<file path="src/rtl/hazard_pkg.sv">
// ---------------------------------------------------------------------------
// hazard_pkg
// Shared types and limits for the pipeline hazard control unit.
//   hazard_state_t       : controller state; the numeric values are visible
//                          on the debug port, so they are pinned explicitly.
//   LOAD_USE_BUBBLES_MAX : largest legal number of load-use bubbles.
//   BUB_CNT_W            : width of the remaining-bubble counter.
//   loadUseHazard()      : Decode-vs-Execute load dependency compare.
// ---------------------------------------------------------------------------
package hazard_pkg;

  typedef enum logic [1:0] {
    HZ_RUN        = 2'd0,
    HZ_LOAD_STALL = 2'd1,
    HZ_MEM_WAIT   = 2'd2
  } hazard_state_t;

  localparam int LOAD_USE_BUBBLES_MAX = 3;
  localparam int BUB_CNT_W            = 2;

  // $0 is hard-wired to zero, so a load targeting it never creates a
  // dependency. rt only matters when the Decode instruction reads it.
  function automatic logic loadUseHazard(
    input logic       isLoadEx,
    input logic [4:0] rdEx,
    input logic [4:0] rsDec,
    input logic [4:0] rtDec,
    input logic       usesRtDec
  );
    return isLoadEx && (rdEx != 5'd0) &&
           ((rsDec == rdEx) || (usesRtDec && (rtDec == rdEx)));
  endfunction

endpackage

</file>
<file path="src/rtl/hazard_cycle_counter.sv">
// ---------------------------------------------------------------------------
// hazard_cycle_counter
// Small loadable saturating counter used for stall bookkeeping.
//   clk         in  1      rising-edge clock
//   reset_n     in  1      asynchronous active-low reset, clears the count
//   load_i      in  1      load loadValue_i (wins over enable_i)
//   loadValue_i in  WIDTH  value to load
//   enable_i    in  1      step once: up to LIMIT, or down to zero
//   count_o     out WIDTH  current count
//   terminal_o  out 1      count sits at its end stop (LIMIT up, 0 down)
// ---------------------------------------------------------------------------
module hazard_cycle_counter #(
  parameter int WIDTH    = 2,
  parameter int LIMIT    = 3,
  parameter bit COUNT_UP = 1'b1
) (
  input  logic             clk,
  input  logic             reset_n,
  input  logic             load_i,
  input  logic [WIDTH-1:0] loadValue_i,
  input  logic             enable_i,
  output logic [WIDTH-1:0] count_o,
  output logic             terminal_o
);

  localparam logic [WIDTH-1:0] LIMIT_C = WIDTH'(LIMIT);
  localparam logic [WIDTH-1:0] ONE_C   = WIDTH'(1);

  logic [WIDTH-1:0] count_q, count_d;

  // The counter never wraps: it parks at its end stop until reloaded.
  always_comb begin
    count_d = count_q;
    if (load_i) begin
      count_d = loadValue_i;
    end else if (enable_i) begin
      if (COUNT_UP) begin
        if (count_q != LIMIT_C) count_d = count_q + ONE_C;
      end else begin
        if (count_q != '0) count_d = count_q - ONE_C;
      end
    end
  end

  always_ff @(posedge clk or negedge reset_n) begin
    if (!reset_n) count_q <= '0;
    else          count_q <= count_d;
  end

  assign count_o    = count_q;
  assign terminal_o = COUNT_UP ? (count_q == LIMIT_C) : (count_q == '0);

endmodule

</file>
<file path="src/rtl/pipeline_hazard_control_unit.sv">
// ---------------------------------------------------------------------------
// pipeline_hazard_control_unit
// Stall/flush controller for the 5-stage MIPS pipeline. Handles the hazards
// forwarding cannot: load-use, taken branch / jump squash, and a multi-cycle
// data memory. All controls are combinational from state + inputs, so a
// hazard is acted on in the cycle it is detected.
//   clk, reset_n                         clock, async active-low reset
//   addressRead{A,B}RegisterFile_Decode  rs / rt of the Decode instruction
//   usesRegisterB_Decode                 Decode instruction reads rt
//   jump_Decode                          jump resolved in Decode
//   enableReadDataMemory_Execute         Execute instruction is a load
//   addressWriteRegisterFile_Execute     destination of Execute instruction
//   branchTaken_Execute                  taken branch in Execute
//   dataMemoryBusy_MemoryAccess          data memory not ready
//   stall*/flush*/bubble*_HazardUnit     pipeline register hold/bubble controls
//   hazardState_HazardUnit               state (RUN=0, LOAD_STALL=1, MEM_WAIT=2)
//   memTimeoutError_HazardUnit           sticky memory-timeout flag
// ---------------------------------------------------------------------------
module pipeline_hazard_control_unit
  import hazard_pkg::*;
#(
  parameter int LOAD_USE_BUBBLES = 1,
  parameter int MEM_TIMEOUT      = 15
) (
  input  logic       clk,
  input  logic       reset_n,
  input  logic [4:0] addressReadARegisterFile_Decode,
  input  logic [4:0] addressReadBRegisterFile_Decode,
  input  logic       usesRegisterB_Decode,
  input  logic       jump_Decode,
  input  logic       enableReadDataMemory_Execute,
  input  logic [4:0] addressWriteRegisterFile_Execute,
  input  logic       branchTaken_Execute,
  input  logic       dataMemoryBusy_MemoryAccess,
  output logic       stallFetch_HazardUnit,
  output logic       stallDecode_HazardUnit,
  output logic       flushDecode_HazardUnit,
  output logic       flushExecute_HazardUnit,
  output logic       stallExecute_HazardUnit,
  output logic       stallMemoryAccess_HazardUnit,
  output logic       bubbleWriteBack_HazardUnit,
  output logic [1:0] hazardState_HazardUnit,
  output logic       memTimeoutError_HazardUnit
);

  if (LOAD_USE_BUBBLES < 1 || LOAD_USE_BUBBLES > LOAD_USE_BUBBLES_MAX) begin : gBadBubbles
    $error("LOAD_USE_BUBBLES must be in 1..%0d", LOAD_USE_BUBBLES_MAX);
  end
  if (MEM_TIMEOUT < 1) begin : gBadTimeout
    $error("MEM_TIMEOUT must be at least 1");
  end

  localparam int                   WAIT_W       = $clog2(MEM_TIMEOUT + 1);
  localparam logic [BUB_CNT_W-1:0] BUB_RELOAD   = BUB_CNT_W'(LOAD_USE_BUBBLES - 1);
  localparam logic [BUB_CNT_W-1:0] BUB_LAST     = BUB_CNT_W'(1);
  localparam logic [WAIT_W-1:0]    WAIT_FIRST   = WAIT_W'(1);
  localparam logic                 MULTI_BUBBLE = (LOAD_USE_BUBBLES > 1);

  hazard_state_t state_q, state_d;
  logic          err_q, err_d;
  logic          block_q, block_d;

  logic                 loadUse;
  logic                 effBusy;
  logic                 runStall, runFlushD, runFlushE, runStartLS;
  logic                 holdAll, stallFD, flushD, flushE, timeoutNow;
  logic                 bubLoad, bubDec, bubZero;
  logic [BUB_CNT_W-1:0] bubCnt;
  logic                 waitLoad, waitInc, waitAtLimit;
  logic [WAIT_W-1:0]    waitLoadVal, waitCnt;

  assign loadUse = loadUseHazard(enableReadDataMemory_Execute,
                                 addressWriteRegisterFile_Execute,
                                 addressReadARegisterFile_Decode,
                                 addressReadBRegisterFile_Decode,
                                 usesRegisterB_Decode);

  // After a forced timeout release the busy line is ignored until it has
  // been seen low once, otherwise a stuck memory would re-trap us forever.
  assign effBusy = dataMemoryBusy_MemoryAccess & ~block_q;

  // Normal-flow decision, shared by RUN and by the cycle that leaves
  // MEM_WAIT. Only the highest-priority event acts; the rest are dropped
  // and Decode re-evaluates next cycle.
  always_comb begin
    runStall   = 1'b0;
    runFlushD  = 1'b0;
    runFlushE  = 1'b0;
    runStartLS = 1'b0;
    if (branchTaken_Execute) begin
      runFlushD = 1'b1;
      runFlushE = 1'b1;
    end else if (loadUse) begin
      runStall   = 1'b1;
      runFlushE  = 1'b1;
      runStartLS = MULTI_BUBBLE;
    end else if (jump_Decode) begin
      runFlushD = 1'b1;
    end
  end

  // Next-state and control decode.
  always_comb begin
    state_d     = state_q;
    err_d       = err_q;
    block_d     = block_q & dataMemoryBusy_MemoryAccess;
    holdAll     = 1'b0;
    stallFD     = 1'b0;
    flushD      = 1'b0;
    flushE      = 1'b0;
    timeoutNow  = 1'b0;
    bubLoad     = 1'b0;
    bubDec      = 1'b0;
    waitLoad    = 1'b0;
    waitLoadVal = '0;
    waitInc     = 1'b0;

    case (state_q)
      HZ_LOAD_STALL: begin
        // Branch/jump are ignored: EX carries a bubble and Decode is frozen.
        // A memory stall freezes the remaining-bubble count.
        if (effBusy) begin
          holdAll     = 1'b1;
          waitLoad    = 1'b1;
          waitLoadVal = WAIT_FIRST;
          state_d     = HZ_MEM_WAIT;
        end else begin
          stallFD = 1'b1;
          flushE  = 1'b1;
          bubDec  = 1'b1;
          if (bubCnt == BUB_LAST || bubZero) state_d = HZ_RUN;
        end
      end

      HZ_MEM_WAIT: begin
        if (dataMemoryBusy_MemoryAccess && !waitAtLimit) begin
          holdAll = 1'b1;
          waitInc = 1'b1;
        end else begin
          // Release cycle: either memory became ready or it timed out.
          // The pipe moves this cycle under the normal-flow rules.
          timeoutNow = dataMemoryBusy_MemoryAccess;
          if (timeoutNow) begin
            err_d   = 1'b1;
            block_d = 1'b1;
          end
          stallFD  = runStall;
          flushD   = runFlushD;
          flushE   = runFlushE;
          waitLoad = 1'b1;
          // An interrupted load stall resumes with its frozen count.
          if (!bubZero) begin
            state_d = HZ_LOAD_STALL;
          end else if (runStartLS) begin
            bubLoad = 1'b1;
            state_d = HZ_LOAD_STALL;
          end else begin
            state_d = HZ_RUN;
          end
        end
      end

      default: begin
        // HZ_RUN, and the unused encoding which behaves as RUN.
        state_d = HZ_RUN;
        if (effBusy) begin
          holdAll     = 1'b1;
          waitLoad    = 1'b1;
          waitLoadVal = WAIT_FIRST;
          state_d     = HZ_MEM_WAIT;
        end else begin
          stallFD = runStall;
          flushD  = runFlushD;
          flushE  = runFlushE;
          if (runStartLS) begin
            bubLoad = 1'b1;
            state_d = HZ_LOAD_STALL;
          end
        end
      end
    endcase
  end

  always_ff @(posedge clk or negedge reset_n) begin
    if (!reset_n) begin
      state_q <= HZ_RUN;
      err_q   <= 1'b0;
      block_q <= 1'b0;
    end else begin
      state_q <= state_d;
      err_q   <= err_d;
      block_q <= block_d;
    end
  end

  hazard_cycle_counter #(
    .WIDTH   (BUB_CNT_W),
    .LIMIT   (LOAD_USE_BUBBLES_MAX),
    .COUNT_UP(1'b0)
  ) uBubbleCounter (
    .clk        (clk),
    .reset_n    (reset_n),
    .load_i     (bubLoad),
    .loadValue_i(BUB_RELOAD),
    .enable_i   (bubDec),
    .count_o    (bubCnt),
    .terminal_o (bubZero)
  );

  hazard_cycle_counter #(
    .WIDTH   (WAIT_W),
    .LIMIT   (MEM_TIMEOUT),
    .COUNT_UP(1'b1)
  ) uWaitCounter (
    .clk        (clk),
    .reset_n    (reset_n),
    .load_i     (waitLoad),
    .loadValue_i(waitLoadVal),
    .enable_i   (waitInc),
    .count_o    (waitCnt),
    .terminal_o (waitAtLimit)
  );

  // Outputs are gated by reset so every control drops the instant reset
  // asserts, independent of the inputs.
  assign stallFetch_HazardUnit        = reset_n & (holdAll | stallFD);
  assign stallDecode_HazardUnit       = reset_n & (holdAll | stallFD);
  assign flushDecode_HazardUnit       = reset_n & flushD;
  assign flushExecute_HazardUnit      = reset_n & flushE;
  assign stallExecute_HazardUnit      = reset_n & holdAll;
  assign stallMemoryAccess_HazardUnit = reset_n & holdAll;
  assign bubbleWriteBack_HazardUnit   = reset_n & holdAll;
  assign hazardState_HazardUnit       = state_q;
  assign memTimeoutError_HazardUnit   = reset_n & (err_q | timeoutNow);

endmodule

</file>
<file path="config.mk">
export PLATFORM = sky130hd
export DESIGN_NAME = pipeline_hazard_control_unit
export DESIGN_NICKNAME = d
export VERILOG_FILES = /design/src/rtl/hazard_pkg.sv /design/src/rtl/hazard_cycle_counter.sv /design/src/rtl/pipeline_hazard_control_unit.sv
export SDC_FILE = /design/constraint.sdc
export NUM_CORES = 1
export LEC_CHECK = 0
export ABC_AREA = 1
export BUFFER_PORTS_ARGS = -buffer_cell sky130_fd_sc_hd__buf_2
export CORE_UTILIZATION = 46
export CTS_CLUSTER_SIZE = 8
export DETAILED_ROUTE_END_ITERATION = 10
export PLACE_DENSITY = 0.83
export SLEW_MARGIN = 20
export SYNTH_ARGS = -nofsm -noshare
export SYNTH_HDL_FRONTEND = slang
export SYNTH_HIERARCHICAL = 1
export SYNTH_SLANG_ARGS = --single-unit
export TNS_END_PERCENT = 30
</file>
<file path="constraint.sdc">
create_clock -name clk -period 1.7 [get_ports clk]
set_input_delay 0.34 -clock clk [delete_from_list [all_inputs] [get_ports clk]]
set_output_delay 0.34 -clock clk [all_outputs]
set_load 0.01 [all_outputs]
</file>
[Yosys cells after proc, flatten, opt, wreduce, memory -nomap -nowiden]
Cells that the tools add are included.
Word-level totals
  register bits after elaboration: 10
  bits in latches: 0
  bits in writable memories: 0
  bits in read-only memories: 0
  input bits: 22
  output and inout bits: 10
  word-level logic and storage cells: 84
  memories kept: 0
Operators by class
  add/sub/neg operators: 2
  multipliers: 0
  divide/modulo/power cells: 0
  magnitude comparators: 0
  equality and inequality tests: 9
  shifts and indexed selects: 0
  multiplexer cells: 41
  bitwise gates (word level): 11
  reduce and logical (&&, ||, !) cells: 16
Operators with widths (count)
  2-to-1 mux 1 bit: 28
  2-to-1 mux 2 bit: 6
  2-to-1 mux 4 bit: 3
  == test 5 bit: 2
  AND 1 bit: 7
  case mux 1 bit (2 select lines): 3
  AND reduction 2 bit: 3
  nonzero test 2 bit: 3
  nonzero test 5 bit: 1
  adder 4 x 1 -> 4 bit (second input constant): 1
  == test 2 x 1 -> 1 bit (second input constant): 2
  == test 4 bit (second input constant): 1
  logical AND 1 bit: 4
  != test 4 bit (second input constant): 1
  case mux 2 bit (2 select lines): 1
  != test 3 bit (second input constant): 1
  AND reduction 3 bit: 1
  == test 2 bit (second input constant): 1
  zero test 2 bit: 1
  logical OR 1 bit: 2
  != test 2 bit (second input constant): 1
  NOT 1 bit: 2
  bitwise OR 1 bit: 2
  subtractor 2 x 1 -> 2 bit (second input constant): 1
  zero test 1 bit: 1

[Longest topological paths before layout]
  word-level depth: 10
  gate-level depth with buffers: 11

[By module]
The synthesis kept the hierarchy.
By module, submodules not included
  pipeline_hazard_control_unit: times used 1, cells an instance 109, area each 623.1 um^2, seq. area each 100.1 um^2
  hazard_cycle_counter (uWaitCounter): times used 1, cells an instance 41, area each 279.0 um^2, seq. area each 100.1 um^2
  hazard_cycle_counter (uBubbleCounter): times used 1, cells an instance 19, area each 127.6 um^2, seq. area each 50.0 um^2

[Worst setup path after synthesis]
Ideal clock, no wire load.
  path type: register to output
  from: reg uWaitCounter.count_q[0], in the netlist uWaitCounter/count_o[0]
  to: out stallFetch_HazardUnit
  arrival time: 1.673 ns
  data required time: 1.360 ns
  slack: -0.313 ns
  cell stages (with the launch flop): 9
  cell sequence: dfrtp_1 -> ha_1 -> nand3_2 -> inv_1 -> or2_4 -> o21ai_2 -> a21oi_1 -> a21oi_1 -> buf_4
Between the ends
  longest elaborated chain between the ends: 7
  elaborated cells on any way between the ends: 9
  classes of those cells: 1 x eq/ne; 4 x mux; 2 x bitwise; 2 x reduce/logical
RTL lines
  from (decl): RTL line hazard_cycle_counter.sv:29  | logic [WIDTH-1:0] count_q, count_d;
  from (signal assigned): RTL line hazard_cycle_counter.sv:47  | else count_q <= count_d;
  == test 4 bit *: RTL line hazard_cycle_counter.sv:51  | assign terminal_o = COUNT_UP ? (count_q == LIMIT_C) : (count_q == '0);
  net waitAtLimit: RTL line pipeline_hazard_control_unit.sv:69  | logic waitLoad, waitInc, waitAtLimit;
  zero test 1 bit *: RTL line pipeline_hazard_control_unit.sv:136  | if (dataMemoryBusy_MemoryAccess && !waitAtLimit) begin
  logical AND 1 bit *: RTL line pipeline_hazard_control_unit.sv:136
  2-to-1 mux 1 bit: RTL line pipeline_hazard_control_unit.sv:136
  case mux 1 bit (2 select lines) / 2-to-1 mux 1 bit (equally long branches)
  bitwise OR 1 bit *
  AND 1 bit *
  to (decl): RTL line pipeline_hazard_control_unit.sv:35  | output logic stallFetch_HazardUnit,
Mark *: on every way through the listed nets, which the timed path passes. The rest lies on a longest branch.

[Final worst setup path]
  from: reg uWaitCounter.count_q[1], in the netlist uWaitCounter/count_o[1]
  to: out stallDecode_HazardUnit
Between the ends
  longest elaborated chain between the ends: 7
  elaborated cells on any way between the ends: 9
  classes of those cells: 1 x eq/ne; 4 x mux; 2 x bitwise; 2 x reduce/logical
RTL lines
  == test 4 bit *: RTL line hazard_cycle_counter.sv:51
  net waitAtLimit: RTL line pipeline_hazard_control_unit.sv:69
  zero test 1 bit *: RTL line pipeline_hazard_control_unit.sv:136
  logical AND 1 bit *: RTL line pipeline_hazard_control_unit.sv:136
  2-to-1 mux 1 bit: RTL line pipeline_hazard_control_unit.sv:136
  case mux 1 bit (2 select lines) / 2-to-1 mux 1 bit (equally long branches)
  bitwise OR 1 bit *: RTL line pipeline_hazard_control_unit.sv:227  | assign stallDecode_HazardUnit = reset_n & (holdAll | stallFD);
  AND 1 bit *: RTL line pipeline_hazard_control_unit.sv:227
  to (decl): RTL line pipeline_hazard_control_unit.sv:36  | output logic stallDecode_HazardUnit,
Marked as above.

==> out/results.tsv <==
stage	metric	value	unit
die	Vert. Die Dim	49.32	µm
placed_design	Placed Area	1321	µm²
worst_setup_path	Worst Reg-to-Reg Cells	12	
detailed_routing	DR pass1 iterations	4	
logic_synthesis	FF+latch count, synth	10	
layout	layout net count	255	
power	Logic pwr share	61.0	%
power	Tot Pwr	1.550	mW
power	Flop pwr share	25.0	%
clock_tree	Reg clk slew, reported paths	0.07	ns
layout	area grow syn2layout	42.77	%
clock_tree	CTS sink cnt	10	
worst_setup_path	CP max stage delay	0.41	ns
clock_tree	clk buf depth	2	
layout	n_diodes	0	
global_route	initial antenna violation count	0	
worst_setup_path	critical path's slowest cell	dfrtp_1	
logic_synthesis	area share of the largest cell type after synthesis	24.30	%
power	Leak Pwr	0.8957	nW
worst_setup_path	Critical R2R Launch	uWaitCounter/count_o[1]	
logic_synthesis	syn_area_per_cell	6.093	µm²
outcome	status	finished, violations left	
power	Pwr Density	1054	nW/µm²
logic_synthesis	largest cells by area after synthesis	dfrtp_1, nand2_1, inv_1	
worst_setup_path	r2r endpoint	uWaitCounter/count_o[3]	
placed_design	port bufs	31	
layout	Filler cells	170	
clock_tree	CTS tree	done	
job	Maximum Capacitance Violations	0	
sta	Final WS setup	-0.3857	ns
detailed_routing	Routed WL	2908	µm
worst_setup_path	Crit Path Class	flip-flop to output pin	
logic_synthesis	synthesis warning total	6	
detailed_routing	# DRC	0	
worst_setup_path	crit path cell chain	ha_4 -> nand3_4 -> inv_2 -> or2_4 -> o21ai_2 -> a21oi_1 -> a21oi_2 -> buf_2	
clock_tree	CTS H-tree lvls	1	
power	Switching Share	44.07	%
sta	final setup vio count	10	
placed_design	Place WS	-0.1741	ns
logic_synthesis	Synth Flop Type	dfrtp_1	
global_route	Total GRT Usage	22.86	%
sta	Hold WS	0.02278	ns
worst_setup_path	reg2reg setup slack	-0.02	ns
worst_setup_path	Setup crit start kind	flip-flop	
logic_synthesis	cell area after synthesis	1030	µm²
power	power share of the clock group	14.0	%
outcome	failing checks	negative setup slack	
detailed_routing	Vias	1216	
logic_synthesis	Async SR Flop Fraction	100.0	%
power	worst vdd ir	0.8641	mV
die	starting density of the core	50.43	%
clock_tree	CTS root buffer	clkbuf_4	
detailed_routing	DR vias/cell	4.769	
worst_setup_path	crit path capture type	output pin	
sta	Tmin final	2.086	ns
logic_synthesis	sequential area share after synthesis	24.30	%
die	Row Count	16	
sta	Max Slew Vio Count	0	
layout	final instance area	1470	µm²
logic_synthesis	EDFF count, synth	0	
die	Total Die Area	2432	µm²
sta	fmax	0.4795	GHz
sta	Worst Skew	0.007032	ns
power	Internal Power	866.6	µW
placed_design	RD Place Congestion	0.8016	
placed_design	dpl hpwl	1862	µm
layout	Final Util	72.00	%
clock_tree	Skew-Pair Late Insertion Delay	0.27	ns
global_route	vias in the first global route	1106	
die	Core Area	2042	µm²
worst_setup_path	buffers and inverters on the worst path	2	
die	Die W	49.32	µm
sta	Final period util	122.7	%
detailed_routing	Routed wire per std cell	11.40	µm
worst_setup_path	crit path DAT	1.75	ns
global_route	GRT overflow	0	
detailed_routing	number of DRC markers in iteration 0	33	
layout	fraction of layout cells with a size suffix above 1	38.60	%
sta	Fin. Hold Viols	0	
logic_synthesis	Yosys cell types	25	
detailed_routing	Antenna Nets Post-Route	0	
worst_setup_path	delay-heaviest family, CP	flip-flops	
global_route	first-pass GRT wire length	4326	µm
logic_synthesis	Synth area leader	dfrtp_1	
worst_setup_path	required time worst endpoint	1.36	ns
logic_synthesis	Synth Instances	169	
logic_synthesis	most frequent cells after synthesis	nand2_1, inv_1, nand3_1	
logic_synthesis	most instantiated library cell after synthesis	nand2_1	
die	# IOs	32	
worst_setup_path	Critical Path Fanout Max	3	
global_route	pin count of the biggest net entering global routing	8	
clock_tree	total CTS buffers	3	
min_path	Hold Path Class	primary input to async pin	
sta	unrepaired setup endpoints after global routing	yes	
power	Net Switching	683.0	µW
==> final cells by class <==
type	count	area, µm²	share of cell area [%]
multi-input combinational	127	709.4	48.26
timing repair buffer	49	292.8	19.91
sequential	10	250.2	17.02
inverter	38	147.6	10.04
clock buffer	4	36.28	2.468
tap	27	33.78	2.298
==> worst max-delay path by stage <==
| stage | start | endpoint | depth (start not counted) | slack, ns |
|---|---|---|---|---|
| 2_1_floorplan | uWaitCounter/count_o[0] | stallFetch_HazardUnit | 9 | -0.23 |
| 3_3_place_gp | uWaitCounter/count_o[1] | stallFetch_HazardUnit | 9 | -0.07 |
| 3_5_place_dp | uWaitCounter/count_o[1] | stallDecode_HazardUnit | 9 | -0.17 |
| 4_1_cts | uWaitCounter/count_o[0] | stallDecode_HazardUnit | 9 | -0.38 |
| 5_1_grt | uWaitCounter/count_o[1] | stallDecode_HazardUnit | 8 | -0.45 |
| 6_report | uWaitCounter/count_o[1] | stallDecode_HazardUnit | 8 | -0.39 |
==> registers in the layout, indices dropped and copies added, names as in the netlist <==
register,cells
block_q,1
err_q,1
hazardState_HazardUnit,2
uBubbleCounter/count_o,2
uWaitCounter/count_o,4
==> metal layers <==
layer	track usage (%)	wire (µm)	vias up
met5	0	0	-
met4	3.431	19	0
met3	6.542	159	4
met2	42.24	1470	41
met1	26.05	1258	550
li1	-	-	621
==> layout by cell type (no fill, tap or decap) <==
master          n
nand2_1        60
buf_2          31
inv_1          24
buf_4          17
inv_2          13
nand3_1        13
dfrtp_1        10
conb_1         10
nor2_1          6
nor2_2          4
nand4_1         3
o21ai_0         3
nand2_4         3
o21ai_1         3
clkbuf_4        3
nor2_4          2
or2_4           2
o21ai_2         2
a21oi_1         2
a21oi_2         2
ha_4            2
ha_1            2
nand2_2         2
nor2_8          1
xnor2_1         1
o21ai_4         1
o211a_1         1
o22ai_1         1
clkbuf_8        1
dlygate4sd3_1   1
nand3_4         1
inv_6           1
==> per-stage QoR <==
| step | setup TNS [ns] | std cells |
|---|---|---|
| 2_1_floorplan | -0.5484 | 178 |
| 3_3_place_gp | -0.2056 | 244 |
| 3_5_place_dp | -0.6870 | 244 |
| 4_1_cts | -2.540 | 252 |
| 5_1_grt | -3.487 | 255 |
| 6_report | -2.560 | 255 |
==> cell families (layout without fill, tap and decap cells) <==
group                      Yosys count  in the layout  share of synthesized area, %
AOI/OAI and AO/OA                   15             15                         9.357
xor gates and xnor gates             1              1                        0.8507
adders and majority gates            4              4                         4.860
buffers and inverters               41             91                         16.04
DFF                                 10             10                         24.30
other                                1             10                        0.3642
and+or+nand+nor                     97             97                         44.23
==> power by group through the flow <==
stage / sequential (mW) / clock (mW) / combinational, mW
finish: 0.387 / 0.217 / 0.946
global route: 0.392 / 0.236 / 1.04
CTS: 0.378 / 0.217 / 0.806
detailed placement: 0.364 / 0 / 0.756
global placement: 0.360 / 0 / 0.737
floorplan: 0.378 / 0 / 0.477
==> repair_timing <==
action,4_1_cts,5_1_grt
gates resized for setup,4,10
hold buffers,1,0
endpoints found under the setup margin,8,12
endpoints found under the hold margin,3,0
pin swaps,6,7
setup buffers,3,3
Note: power is estimated with default switching activity, not from simulation.
